<file path="config.mk">
export PLATFORM = sky130hd
export DESIGN_NAME = bcd_serial_subtractor_flat
export DESIGN_NICKNAME = d
export VERILOG_FILES = /design/src/rtl/bcd_serial_subtractor_if.sv /design/src/rtl/bcd_serial_subtractor.sv /design/src/flat_wrapper.sv
export SDC_FILE = /design/constraint.sdc
export NUM_CORES = 1
export LEC_CHECK = 0
export BUFFER_PORTS_ARGS = -buffer_cell sky130_fd_sc_hd__buf_2
export CAP_MARGIN = 20
export CORE_MARGIN = 2
export CORE_UTILIZATION = 58
export CTS_BUF_LIST = sky130_fd_sc_hd__clkbuf_4 sky130_fd_sc_hd__clkbuf_8 sky130_fd_sc_hd__clkbuf_16
export DETAILED_ROUTE_END_ITERATION = 6
export HOLD_SLACK_MARGIN = 0.08
export PLACE_DENSITY = 0.83
export SLEW_MARGIN = 20
export SYNTH_ARGS = -nofsm -noshare
export SYNTH_HDL_FRONTEND = slang
export SYNTH_SLANG_ARGS = --single-unit
</file>
<file path="constraint.sdc">
create_clock -name clk -period 4.09 [get_ports clk]
set_clock_uncertainty 0.2 [all_clocks]
set_input_delay 0 -clock clk [delete_from_list [all_inputs] [get_ports clk]]
set_output_delay 0 -clock clk [all_outputs]
set_load 0.05 [all_outputs]
</file>
<file path="src/rtl/bcd_serial_subtractor_if.sv">
// Operand/result bundle for bcd_serial_subtractor; digit 0 sits in bits [3:0],
// MSD at the top of each 4*NDIGITS-bit field.
interface bcd_serial_subtractor_if #(
  parameter int NDIGITS = 4
);
  logic                   start;
  logic [4*NDIGITS-1:0]   a_bcd;
  logic [4*NDIGITS-1:0]   b_bcd;
  logic                   busy;
  logic                   done;
  logic [4*NDIGITS-1:0]   diff_bcd;
  logic                   neg;
  logic                   invalid;

  modport master (
    output start, a_bcd, b_bcd,
    input  busy, done, diff_bcd, neg, invalid
  );

  modport slave (
    input  start, a_bcd, b_bcd,
    output busy, done, diff_bcd, neg, invalid
  );
endinterface

</file>
<file path="src/rtl/bcd_serial_subtractor.sv">
// Digit-serial BCD magnitude subtractor: NDIGITS compare cycles (MSD first), then
// NDIGITS subtract cycles (LSD first). Define BCD_SUB_INPUT_CHECK_EN to reject non-BCD operands.
module bcd_serial_subtractor #(
  parameter int NDIGITS = 4
) (
  input  logic                     clk,
  input  logic                     rst,
  bcd_serial_subtractor_if.slave   bus
);

  localparam int         W    = 4 * NDIGITS;
  localparam logic [3:0] LAST = 4'(NDIGITS - 1);

  typedef enum logic [1:0] {
    IDLE,
    CMP,
    SUB,
    DONE
  } state_t;

  state_t         r_state;
  logic [W-1:0]   r_a;
  logic [W-1:0]   r_b;
  logic [W-1:0]   r_acc;
  logic [W-1:0]   r_diff;
  logic [3:0]     r_cnt;
  logic           r_found;
  logic           r_swap;
  logic           r_borrow;
  logic           r_neg;
  logic           r_busy;
  logic           r_done;

  logic [3:0]     w_cmp_idx;
  logic [3:0]     w_ca;
  logic [3:0]     w_cb;
  logic [3:0]     w_x;
  logic [3:0]     w_y;
  logic [4:0]     w_yb;
  logic [3:0]     w_digit;
  logic           w_borrow;
  logic [W-1:0]   w_acc_next;

`ifdef BCD_SUB_INPUT_CHECK_EN
  logic           r_invalid;

  function automatic logic has_non_bcd(input logic [W-1:0] v);
    for (int i = 0; i < NDIGITS; i++) begin
      if (v[4*i +: 4] > 4'd9) return 1'b1;
    end
    return 1'b0;
  endfunction
`endif

  // Compare reads the MSD-first digit pair; subtract works on the LSD-first pair,
  // with r_swap selecting which operand is the larger one.
  always_comb begin
    // NOTE: every combinational output gets a default first so no path can infer a latch.
    w_digit    = 4'd0;
    w_borrow   = 1'b0;
    w_cmp_idx  = LAST - r_cnt;
    w_ca       = r_a[4*w_cmp_idx +: 4];
    w_cb       = r_b[4*w_cmp_idx +: 4];
    w_x        = r_swap ? r_b[4*r_cnt +: 4] : r_a[4*r_cnt +: 4];
    w_y        = r_swap ? r_a[4*r_cnt +: 4] : r_b[4*r_cnt +: 4];
    w_yb       = {1'b0, w_y} + {4'b0, r_borrow};
    if ({1'b0, w_x} < w_yb) begin
      w_digit  = 4'({1'b0, w_x} + 5'd10 - w_yb);
      w_borrow = 1'b1;
    end else begin
      w_digit  = 4'({1'b0, w_x} - w_yb);
      w_borrow = 1'b0;
    end
    w_acc_next = r_acc;
    w_acc_next[4*r_cnt +: 4] = w_digit;
  end

  // NOTE: sequential state uses non-blocking assignments so every register sees pre-edge values.
  always_ff @(posedge clk) begin
    if (rst) begin
      r_state  <= IDLE;
      r_a      <= '0;
      r_b      <= '0;
      r_acc    <= '0;
      r_diff   <= '0;
      r_cnt    <= '0;
      r_found  <= 1'b0;
      r_swap   <= 1'b0;
      r_borrow <= 1'b0;
      r_neg    <= 1'b0;
      r_busy   <= 1'b0;
      r_done   <= 1'b0;
`ifdef BCD_SUB_INPUT_CHECK_EN
      r_invalid <= 1'b0;
`endif
    end else begin
      r_done <= 1'b0;
      case (r_state)
        IDLE: begin
          if (bus.start) begin
            r_a      <= bus.a_bcd;
            r_b      <= bus.b_bcd;
            r_acc    <= '0;
            r_cnt    <= '0;
            r_found  <= 1'b0;
            r_swap   <= 1'b0;
            r_borrow <= 1'b0;
            r_busy   <= 1'b1;
`ifdef BCD_SUB_INPUT_CHECK_EN
            if (has_non_bcd(bus.a_bcd) || has_non_bcd(bus.b_bcd)) begin
              r_state   <= DONE;
              r_done    <= 1'b1;
              r_diff    <= '0;
              r_neg     <= 1'b0;
              r_invalid <= 1'b1;
            end else begin
              r_state   <= CMP;
            end
`else
            r_state  <= CMP;
`endif
          end
        end

        CMP: begin
          // Fixed latency: keep scanning after the first difference, but only it decides order.
          if (!r_found && (w_ca != w_cb)) begin
            r_found <= 1'b1;
            r_swap  <= (w_ca < w_cb);
          end
          if (r_cnt == LAST) begin
            r_cnt   <= '0;
            r_state <= SUB;
          end else begin
            r_cnt   <= r_cnt + 4'd1;
          end
        end

        SUB: begin
          r_acc    <= w_acc_next;
          r_borrow <= w_borrow;
          if (r_cnt == LAST) begin
            r_cnt   <= '0;
            r_state <= DONE;
            r_done  <= 1'b1;
            r_diff  <= w_acc_next;
            r_neg   <= r_swap;
`ifdef BCD_SUB_INPUT_CHECK_EN
            r_invalid <= 1'b0;
`endif
          end else begin
            r_cnt   <= r_cnt + 4'd1;
          end
        end

        DONE: begin
          r_state <= IDLE;
          r_busy  <= 1'b0;
        end

        default: begin
          r_state <= IDLE;
          r_busy  <= 1'b0;
        end
      endcase
    end
  end

  assign bus.busy     = r_busy;
  assign bus.done     = r_done;
  assign bus.diff_bcd = r_diff;
  assign bus.neg      = r_neg;
`ifdef BCD_SUB_INPUT_CHECK_EN
  assign bus.invalid  = r_invalid;
`else
  assign bus.invalid  = 1'b0;
`endif

endmodule
</file>
<file path="src/flat_wrapper.sv">
// flat-port wrapper written by rule: the top's interface ports become plain ports
module bcd_serial_subtractor_flat 
#(
  parameter int NDIGITS = 4
)
  (clk, rst, bus_start, bus_a_bcd, bus_b_bcd, bus_busy, bus_done, bus_diff_bcd, bus_neg, bus_invalid);
  bcd_serial_subtractor_if #(.NDIGITS(NDIGITS)) bus_i ();
  input  logic clk;
  input  logic rst;
  input wire logic [$bits(bus_i.start)-1:0] bus_start;
  input wire logic [$bits(bus_i.a_bcd)-1:0] bus_a_bcd;
  input wire logic [$bits(bus_i.b_bcd)-1:0] bus_b_bcd;
  output wire logic [$bits(bus_i.busy)-1:0] bus_busy;
  output wire logic [$bits(bus_i.done)-1:0] bus_done;
  output wire logic [$bits(bus_i.diff_bcd)-1:0] bus_diff_bcd;
  output wire logic [$bits(bus_i.neg)-1:0] bus_neg;
  output wire logic [$bits(bus_i.invalid)-1:0] bus_invalid;
  assign bus_i.start = bus_start;
  assign bus_i.a_bcd = bus_a_bcd;
  assign bus_i.b_bcd = bus_b_bcd;
  assign bus_busy = bus_i.busy;
  assign bus_done = bus_i.done;
  assign bus_diff_bcd = bus_i.diff_bcd;
  assign bus_neg = bus_i.neg;
  assign bus_invalid = bus_i.invalid;
  bcd_serial_subtractor #(.NDIGITS(NDIGITS)) u_core (.clk(clk), .rst(rst), .bus(bus_i));
endmodule
</file>
# Yosys cells after proc, flatten, opt, wreduce, memory -nomap -nowiden

Index checks and enable logic that the tools add are counted.
Widths: inputs -> output; s select.

Word-level logic and storage cells: 76
Bits in registers: 76
Input port bits: 35
Output and inout port bits: 20

Bitwise gates (word level): 1
Equal/unequal tests: 9
Reductions and logical operators: 16
$lt $le $gt $ge: 2
Mux-type cells: 23
Add/subtract/negate cells: 7
Shift-type cells: 6

Operators with widths:

| operator                | count |
|---|---|
| $shiftx 16x7->4         | 4 |
| $neg 6->34              | 1 |
| $shift 4x34->16 const A | 1 |
| $shiftx 4x34->16        | 1 |
| $pmux 16 s2             | 1 |
| $mux 4                  | 5 |
| $bwmux 16               | 1 |
| $mux 16                 | 1 |
| $reduce_and 2->1        | 5 |
| $pmux 1 s2              | 4 |
| $pmux 2 s4              | 1 |
| $pmux 4 s2              | 1 |
| $reduce_bool 2->1       | 4 |
| $sub 4x4->4             | 2 |
| $mux 1                  | 6 |
| $mux 2                  | 3 |
| $ne 2x1->1 const B      | 3 |
| $reduce_and 3->1        | 2 |
| $add 4x1->5             | 1 |
| $lt 4x5->1              | 1 |
| $add 4x1->4 const B     | 1 |
| $add 4x4->4 const B     | 1 |
| $eq 2x2->1 const B      | 2 |
| $eq 4x2->1 const B      | 1 |
| 10 further kinds        | 11 |

# Logic depth before layout (Yosys ltp)

Gate-level depths: netlist of the first run.

Depth after elaboration: 8
Depth in mapped cells: 16
Mapped depth without buffers: 13

# Worst setup path after synthesis of the first run

No wires, ideal clock.

Path type: reg-to-reg
Start point: reg u_core.r_cnt[1]
End point: reg u_core.r_acc[2]
Clock period less this slack: 3.766 ns
Buffers on the path: 3
Arrival: 3.449 ns
Required time: 3.773 ns
Setup time: 0.117 ns
Cell stages (with the launch flop): 17
Setup slack: 0.324 ns
Cells stage by stage: dfxtp_1 -> buf_6 -> buf_12 -> buf_2 -> mux4_2 -> nand3_1 -> o21ai_0 -> ha_1 -> ha_1 -> inv_1 -> ha_1 -> nor2b_1 -> o21ai_0 -> a21boi_0 -> o22ai_2 -> mux2_2 -> a32o_1

Word-level cells in the longest chain between the ends: 8
Elaborated cells on any way between the ends: 15
Those cells by class: 5 x add/sub; 1 x order compare; 4 x shift; 5 x mux

Ends and longest elaborated chain:

| what                                       | line                                                     | source |
|---|---|---|
| start, declared                            | bcd_serial_subtractor.sv:26                              | `logic [3:0] r_cnt;` |
| start signal, assigned                     | bcd_serial_subtractor.sv:135                             | `r_cnt <= r_cnt + 4'd1;` |
| start signal, assigned                     | bcd_serial_subtractor.sv:152                             | `r_cnt <= r_cnt + 4'd1;` |
| $shiftx 16x7->4                            | bcd_serial_subtractor.sv:64, bcd_serial_subtractor.sv:65 |  |
| $mux 4, on equally long branches           | bcd_serial_subtractor.sv:65, bcd_serial_subtractor.sv:64 |  |
| $add 4x1->5 or $add 4x4->4 (tied branches) | bcd_serial_subtractor.sv:66, bcd_serial_subtractor.sv:68 |  |
| $sub 4x4->4 (tied with other cells)        | bcd_serial_subtractor.sv:71                              | `w_digit = 4'({1'b0, w_x} - w_yb);` |
| $mux 4                                     | bcd_serial_subtractor.sv:67                              | `if ({1'b0, w_x} < w_yb) begin` |
| $shiftx 4x34->16                           | bcd_serial_subtractor.sv:75                              | `w_acc_next[4*r_cnt +: 4] = w_digit;` |
| $bwmux 16 (*)                              | bcd_serial_subtractor.sv:75                              |  |
| $pmux 16 s2 (*)                            | bcd_serial_subtractor.sv:98                              | `case (r_state)` |
| end signal, assigned                       | bcd_serial_subtractor.sv:140                             | `r_acc <= w_acc_next;` |
| end, declared                              | bcd_serial_subtractor.sv:24                              | `logic [W-1:0] r_acc;` |

Mark *: on every way between the ends. The rest lies on a longest branch, timed or not.
A chain may end at the register's enable or synchronous reset.

# Final worst setup path of the first run

Start point: reg u_core.r_cnt[0]
End point: reg u_core.r_acc[2]

The elaborated chain is that of the path after synthesis.

==> flow_summary.yaml, run 1 <==
sta:
  rsz0062_at_grt: "false"
  finalSetupTns_ps: 0
  slew_viol_final: 0
  finalCritPeriodShare_pct: 94.4
  fmax_ghz: 0.259
  whs_ps: 218
  tightest_slew_ps: 1090
  setup_violations: 0
  period_minus_slack_ps: 3860
  hold_violations: 0
  slew_headroom_pct: 26.8
yosys:
  synthesis.nets: 543
  netlist_instances: 485
  synth_top_area_cell: "dfxtp_1"
  synth-simple-area-share_pct: 21.3
  syn_area_per_cell_um2: 8.60
  synth_async_sr_flop_share_pct: 0
  seq_area_frac_synth_pct: 36.5
  ys_types: 60
  synth_compound_area_share_pct: 17.5
  ys_top_cells_by_count: "nand2_1 (100), dfxtp_1 (76), a21oi_1 (53)"
  synth_top_family_by_area: "simple AND/OR/NAND/NOR gates"
  yosys.area_share.adder_pct: 7.26
  muxShareOfSynthArea_pct: 10.9
  synth_ff_type: "dfxtp_1"
  synth_edf_count: 0
  yosysWarnings: 0
  synth.top_cell.area_share_pct: 36.5
  synth_xor_area_share_pct: 1.05
  netlist_area_um2: 4170
  ys_seq_elements: 76
  synthTopCellsByArea: "dfxtp_1 (36%), nand2_1 (9.0%), mux4_2 (7.0%)"
  yosysMostFrequentCell: "nand2_1"
clock_network:
  cts_buffers: 9
  htree_levels: 3
  cts_tree: "built"
  clk_pin_slew_ps: 90
  clock_latency_ps: 360
  cts-root-buf: "clkbuf_8"
  cts.sink_count: 76
  clockBufferDepth: 2
setup_path:
  rr_worst_depth: 13
  cp_max_fo: 7
  crit_arrival_ps: 3920
  start_kind: "flip-flop"
  r2r_setup_slack_ps: 230
  rr_endpoint: "u_core.r_acc[2]"
  critPathKind: "reg -> reg"
  critPathCaptureType: "flip-flop"
  cp.required_ps: 4150
  reg2reg_from: "u_core.r_cnt[0]"
power_and_ir_drop:
  power_density_nw_per_um2: 654
  pwr-share-seq_pct: 28.8
  vdd_drop_max_mv: 0.468
  clockPowerShare_pct: 16.8
  p_total_mw: 3.26
  p_switching_mw: 1.47
  comb_power_share_pct: 54.3
  swShare_pct: 44.9
  power.internal_mw: 1.80
  total_leakage_power_nw: 1.99
global_route:
  track_usage_pct: 30.4
  grt_max_degree: 66
  grt_pass1_vias: 3926
  grt.overflow.total: 0
  grt_pass1_wl_um: 18500
  antenna_found_initial: 1
placed_design:
  dp_hpwl_um: 7220
  globalplace.congestion: 0.881
  portBuffers: 53
floorplan:
  die_height_um: 88.8
  ios: 55
  core_area_um2: 6870
  fp.dieW_um: 88.8
  rows: 30
  start_util_pct: 60.7
  dieArea_um2: 7890
run:
  drv_cap: 0
status:
  status: "finished, final reports clean"
drt:
  dr_total_vias: 3993
  viasPerCell: 5.99
  first_iter_violations: 399
  drt-pass1-iter-count: 6
  drc_errors: 0
  wire_per_inst_um: 16.6
  finalWirelength_um: 11100
  ant_nets: 0
layout:
  multi_input_area_um2: 2430
  fin_nets: 623
  regArea_um2: 1520
  synthToLayoutAreaGrowth_pct: 19.6
  drive_gt1_share_pct: 18.4
  fill_cells: 482
min_path:
  hold_path_class: "in -> reg"
  worstHoldStart: "bus_b_bcd[9]"
  holdPathEnd: "u_core.r_b[9]"
  hold-path-cell-count: 4
-- worst max-delay path: stages (launching register included) --
cell      delay, ps
dfxtp_2         400
buf_4           210
mux4_2          560
nand2_1         100
o21ai_0         130
ha_1            400
inv_1            60
ha_1            300
nor2b_1         130
o21ai_0         200
a21boi_0        180
o22ai_2         260
mux2_2          410
a32o_1          210
-- sequential cells by signal (all words and copies together), names as in the netlist --
name	cells
u_core.r_b	16
u_core.r_found	1
u_core.bus.neg	1
u_core.r_borrow	1
u_core.bus.done	1
u_core.r_state	2
u_core.r_cnt	4
u_core.bus.diff_bcd	16
u_core.r_a	16
u_core.r_swap	1
u_core.bus.busy	1
u_core.r_acc	16
-- placed cells by master (no fill, tap or decap), types with 3 or more instances in the layout --
master / instances
o21ai_0: 20
nand2_1: 100
a22oi_1: 7
inv_1: 18
nor2_1: 35
buf_4: 8
buf_2: 53
ha_1: 21
nor4_1: 3
a31oi_1: 3
mux4_2: 13
nand2b_1: 3
a32o_1: 3
inv_6: 3
nor3_1: 3
a211oi_1: 3
and2_1: 9
xnor2_1: 4
a21oi_1: 53
clkbuf_8: 9
nor2b_1: 6
a22o_1: 6
nand4_1: 4
nand3_1: 14
dlygate4sd3_1: 34
a211oi_2: 3
mux2i_1: 11
dfxtp_1: 74
-- worst max path at each step --
| stage | depth (start not counted) | to | from | slack [ps] |
|---|---|---|---|---|
| floorplan | 16 | u_core.r_acc[2] | u_core.r_cnt[1] | 320 |
| global placement | 13 | u_core.r_acc[2] | u_core.r_cnt[0] | 360 |
| detailed placement | 13 | u_core.r_acc[2] | u_core.r_cnt[0] | 210 |
| CTS | 13 | u_core.r_acc[2] | u_core.r_cnt[0] | 180 |
| global route | 13 | u_core.r_acc[2] | u_core.r_cnt[0] | 40 |
| finish | 13 | u_core.r_acc[2] | u_core.r_cnt[0] | 230 |
-- what timing repair did --
action | in CTS | in global routing
endpoints found under the hold margin | 45 | 0
gates resized for setup | 0 | 2
setup endpoints to repair | 0 | 11
hold buffers | 34 | 0
setup buffers | 0 | 1
-- metal layers --
layer | GRT usage (%) | wire length, um
met1 | 37.5 | 4450
met2 | 51.3 | 5460
met3 | 5.78 | 716
met4 | 13.9 | 437
met5 | 0 | 0
-- logic make-up (layout without fill, tap and decap cells) --
| group | Yosys count | in the layout |
|---|---|---|
| adders and majority gates | 23 | 23 |
| other | 1 | 2 |
| muxes | 27 | 27 |
| AOI/OAI and AO/OA | 115 | 115 |
| buffers and inverters | 44 | 129 |
| DFF | 76 | 76 |
| xor gates and xnor gates | 5 | 5 |
| and+or+nand+nor | 194 | 194 |
-- through the flow --
stage,setup slack (ps),cell area [um2],utilization [%],instances
after floorplan,324,4170,-,485
after global placement,362,4450,64.8,615
after detailed placement,211,4450,64.8,615
after CTS,185,4970,72.3,665
after global routing,44.5,4990,72.6,667
final,229,4990,72.6,667
-- layout make-up --
| class | count | share of cell area (%) |
|---|---|---|
| diodes | 1 | 0.0502 |
| clock buffers | 9 | 2.48 |
| clock inverters | 7 | 1.15 |
| inverters | 18 | 1.35 |
| multi-input cells | 365 | 48.7 |
| flip-flops and latches | 76 | 30.5 |
| well taps | 96 | 2.41 |
| repair buffers | 95 | 13.3 |
-- power groups by stage --
stage	combinational (mW)	clock [mW]	sequential (mW)
2_1_floorplan	1.35	0	0.918
5_1_grt	1.97	0.587	0.951
6_report	1.77	0.550	0.941
4_1_cts	1.70	0.548	0.933
3_3_place_gp	1.58	0	0.943
3_5_place_dp	1.65	0	0.950
Note: power is estimated with default switching activity, not from simulation.
==> inputs of run 2 (changes only) <==
CORE_UTILIZATION = 35   (was 58)
PLACE_DENSITY = 0.56   (was 0.83)
==> run 2 against run 1 <==
The flow now finishes with violations (DRC). Die area rose by 62%. Register-to-register slack gained 80 ps. Combinational power shrank 4%. Critical endpoint is now u_core.r_acc[6]. Hold slack got worse by 130 ps. Flip-flop and latch count did not move. Sequential power decreased by 1%.
==> flow_summary.yaml, run 2 (synthesized netlist as in run 1, its figures left out) <==
min_path:
  hold_path_class: "in -> reg"
drt:
  dr_total_vias: 3703
  wire_per_inst_um: 14.3
  met3_length_um: 552
  drt-pass1-iter-count: 6
  routed.top_layer: "met4"
  first_iter_violations: 267
  drc_errors: 2
  wl_met2_um: 4870
  finalWirelength_um: 10200
  ant_nets: 0
  wl_met1_um: 4660
  viasPerCell: 5.21
clock_network:
  cts.sink_count: 76
  cts_buffers: 9
  clk_pin_slew_ps: 60
  htree_levels: 3
  clockBufferDepth: 2
  cts_tree: "built"
  clock_latency_ps: 340
  cts-root-buf: "clkbuf_16"
sta:
  whs_ps: 87.9
  period_minus_slack_ps: 3780
  finalCritPeriodShare_pct: 92.3
  hold_violations: 0
  slew_headroom_pct: 52.2
  fmax_ghz: 0.265
  slew_viol_final: 0
  finalWorstSetupSlack_ps: 313
  tightest_slew_ps: 715
  setup_violations: 0
  rsz0062_at_grt: "false"
  finalSetupTns_ps: 0
floorplan:
  rows: 39
  core_area_um2: 11500
  die_height_um: 113
  ios: 55
  fp.dieW_um: 113
  start_util_pct: 36.2
  dieArea_um2: 12800
power_and_ir_drop:
  swShare_pct: 39.9
  power.internal_mw: 2.10
  vdd_drop_max_mv: 0.308
  power_density_nw_per_um2: 676
  total_leakage_power_nw: 2.05
  p_switching_mw: 1.40
  pwr-share-seq_pct: 26.5
  comb_power_share_pct: 48.7
  clockPowerShare_pct: 24.8
layout:
  n_antenna_cell: 0
  drive_gt1_share_pct: 18.3
  mostFrequentLayoutCell: "nand2_1"
  synthToLayoutAreaGrowth_pct: 23.9
  mostFrequentLayoutCells: "nand2_1 (99), dfxtp_1 (75), a21oi_1 (53), buf_2 (53), nor2_1 (35)"
  stdcell_count: 711
  fin_nets: 621
  postLayoutCellArea_um2: 5170
setup_path:
  cp_max_fo: 6
  crit_arrival_ps: 3800
  critPathKind: "reg -> reg"
  start_kind: "flip-flop"
  cp.required_ps: 4120
  critPathCaptureType: "flip-flop"
status:
  status: "finished, violations left"
  failed_checks: "DRC"
global_route:
  antenna_found_initial: 0
  grt_pass1_vias: 3711
  grt_max_degree: 66
  grt.overflow.total: 0
  track_usage_pct: 17.1
  grt_pass1_wl_um: 17400
placed_design:
  post_dp_cell_area_um2: 4510
  globalplace.congestion: 0.831
  dp_hpwl_um: 7210
  portBuffers: 53
  dp.cells: 662
  dpl_worst_slack_ps: 195
run:
  drv_cap: 0
run 2: changes by cell type in the layout (fill, tap and decap cells not counted), moves of 2 or more:
cell / before / now
inv_6: 3 / 0
clkbuf_16: 0 / 9
bufinv_16: 0 / 2
clkbuf_4: 0 / 3
clkinvlp_4: 2 / 0
clkbuf_8: 9 / 0
run 2: area by class of cell:
class                      count  area (um2)
fill                        1130        6350
multi-input combinational    365        2430
sequential                    76        1520
timing repair buffer          93         648
clock buffer                  12         248
tap                          143         179
clock inverter                 4        73.8
inverter                      18        67.6
run 2: stage by stage:
stage	power, mW	utilization [%]
4_1_cts	3.52	44.8
3_5_place_dp	2.62	39.1
5_1_grt	3.81	44.9
2_1_floorplan	2.27	-
6_report	3.50	44.9
3_3_place_gp	2.59	39.1
run 2: critical path: stages, from the launching register on:
cell and delay [ps]:
dfxtp_2 420, mux4_2 540, nand3_1 90, o21ai_0 90, ha_1 220, ha_1 340
inv_1 60, ha_1 300, nor2b_1 130, o21ai_0 190, a21boi_0 160, o22ai_2 270
mux2_2 420, a22o_1 210
run 2: routing by layer:
layer,vias to the layer above,track usage (%)
met3,10,5.57
li1,1863,-
met4,0,6.02
met1,1752,21.7
met2,78,27.3
met5,-,0
run 2: power by group through the flow:
stage                     clock (mW)  combinational, mW  sequential [mW]
after floorplan                    0               1.35            0.918
after global placement             0               1.65            0.939
after detailed placement           0               1.68            0.942
after CTS                      0.890               1.71            0.925
after global routing           0.925               1.94            0.942
final                          0.866               1.70            0.927
run 2: path summary, 6_finish.rpt:
check                           depth (start not counted)                      end                     from  slack [ps]
worst max register to register                         13          u_core.r_acc[6]          u_core.r_cnt[0]         310
worst min register to register                          2  u_core.bus.diff_bcd[11]  u_core.bus.diff_bcd[11]         250
worst min-delay path                                    3          u_core.r_acc[8]                      rst          90
worst max-delay path                                   13          u_core.r_acc[6]          u_core.r_cnt[0]         310
run 2: repair_timing:
action | in CTS | in global routing
endpoints found under the hold margin | 34 | 0
resized for setup | 0 | 1
setup endpoints to repair | 0 | 10
hold buffers | 33 | 0
buffers inserted | 0 | 0
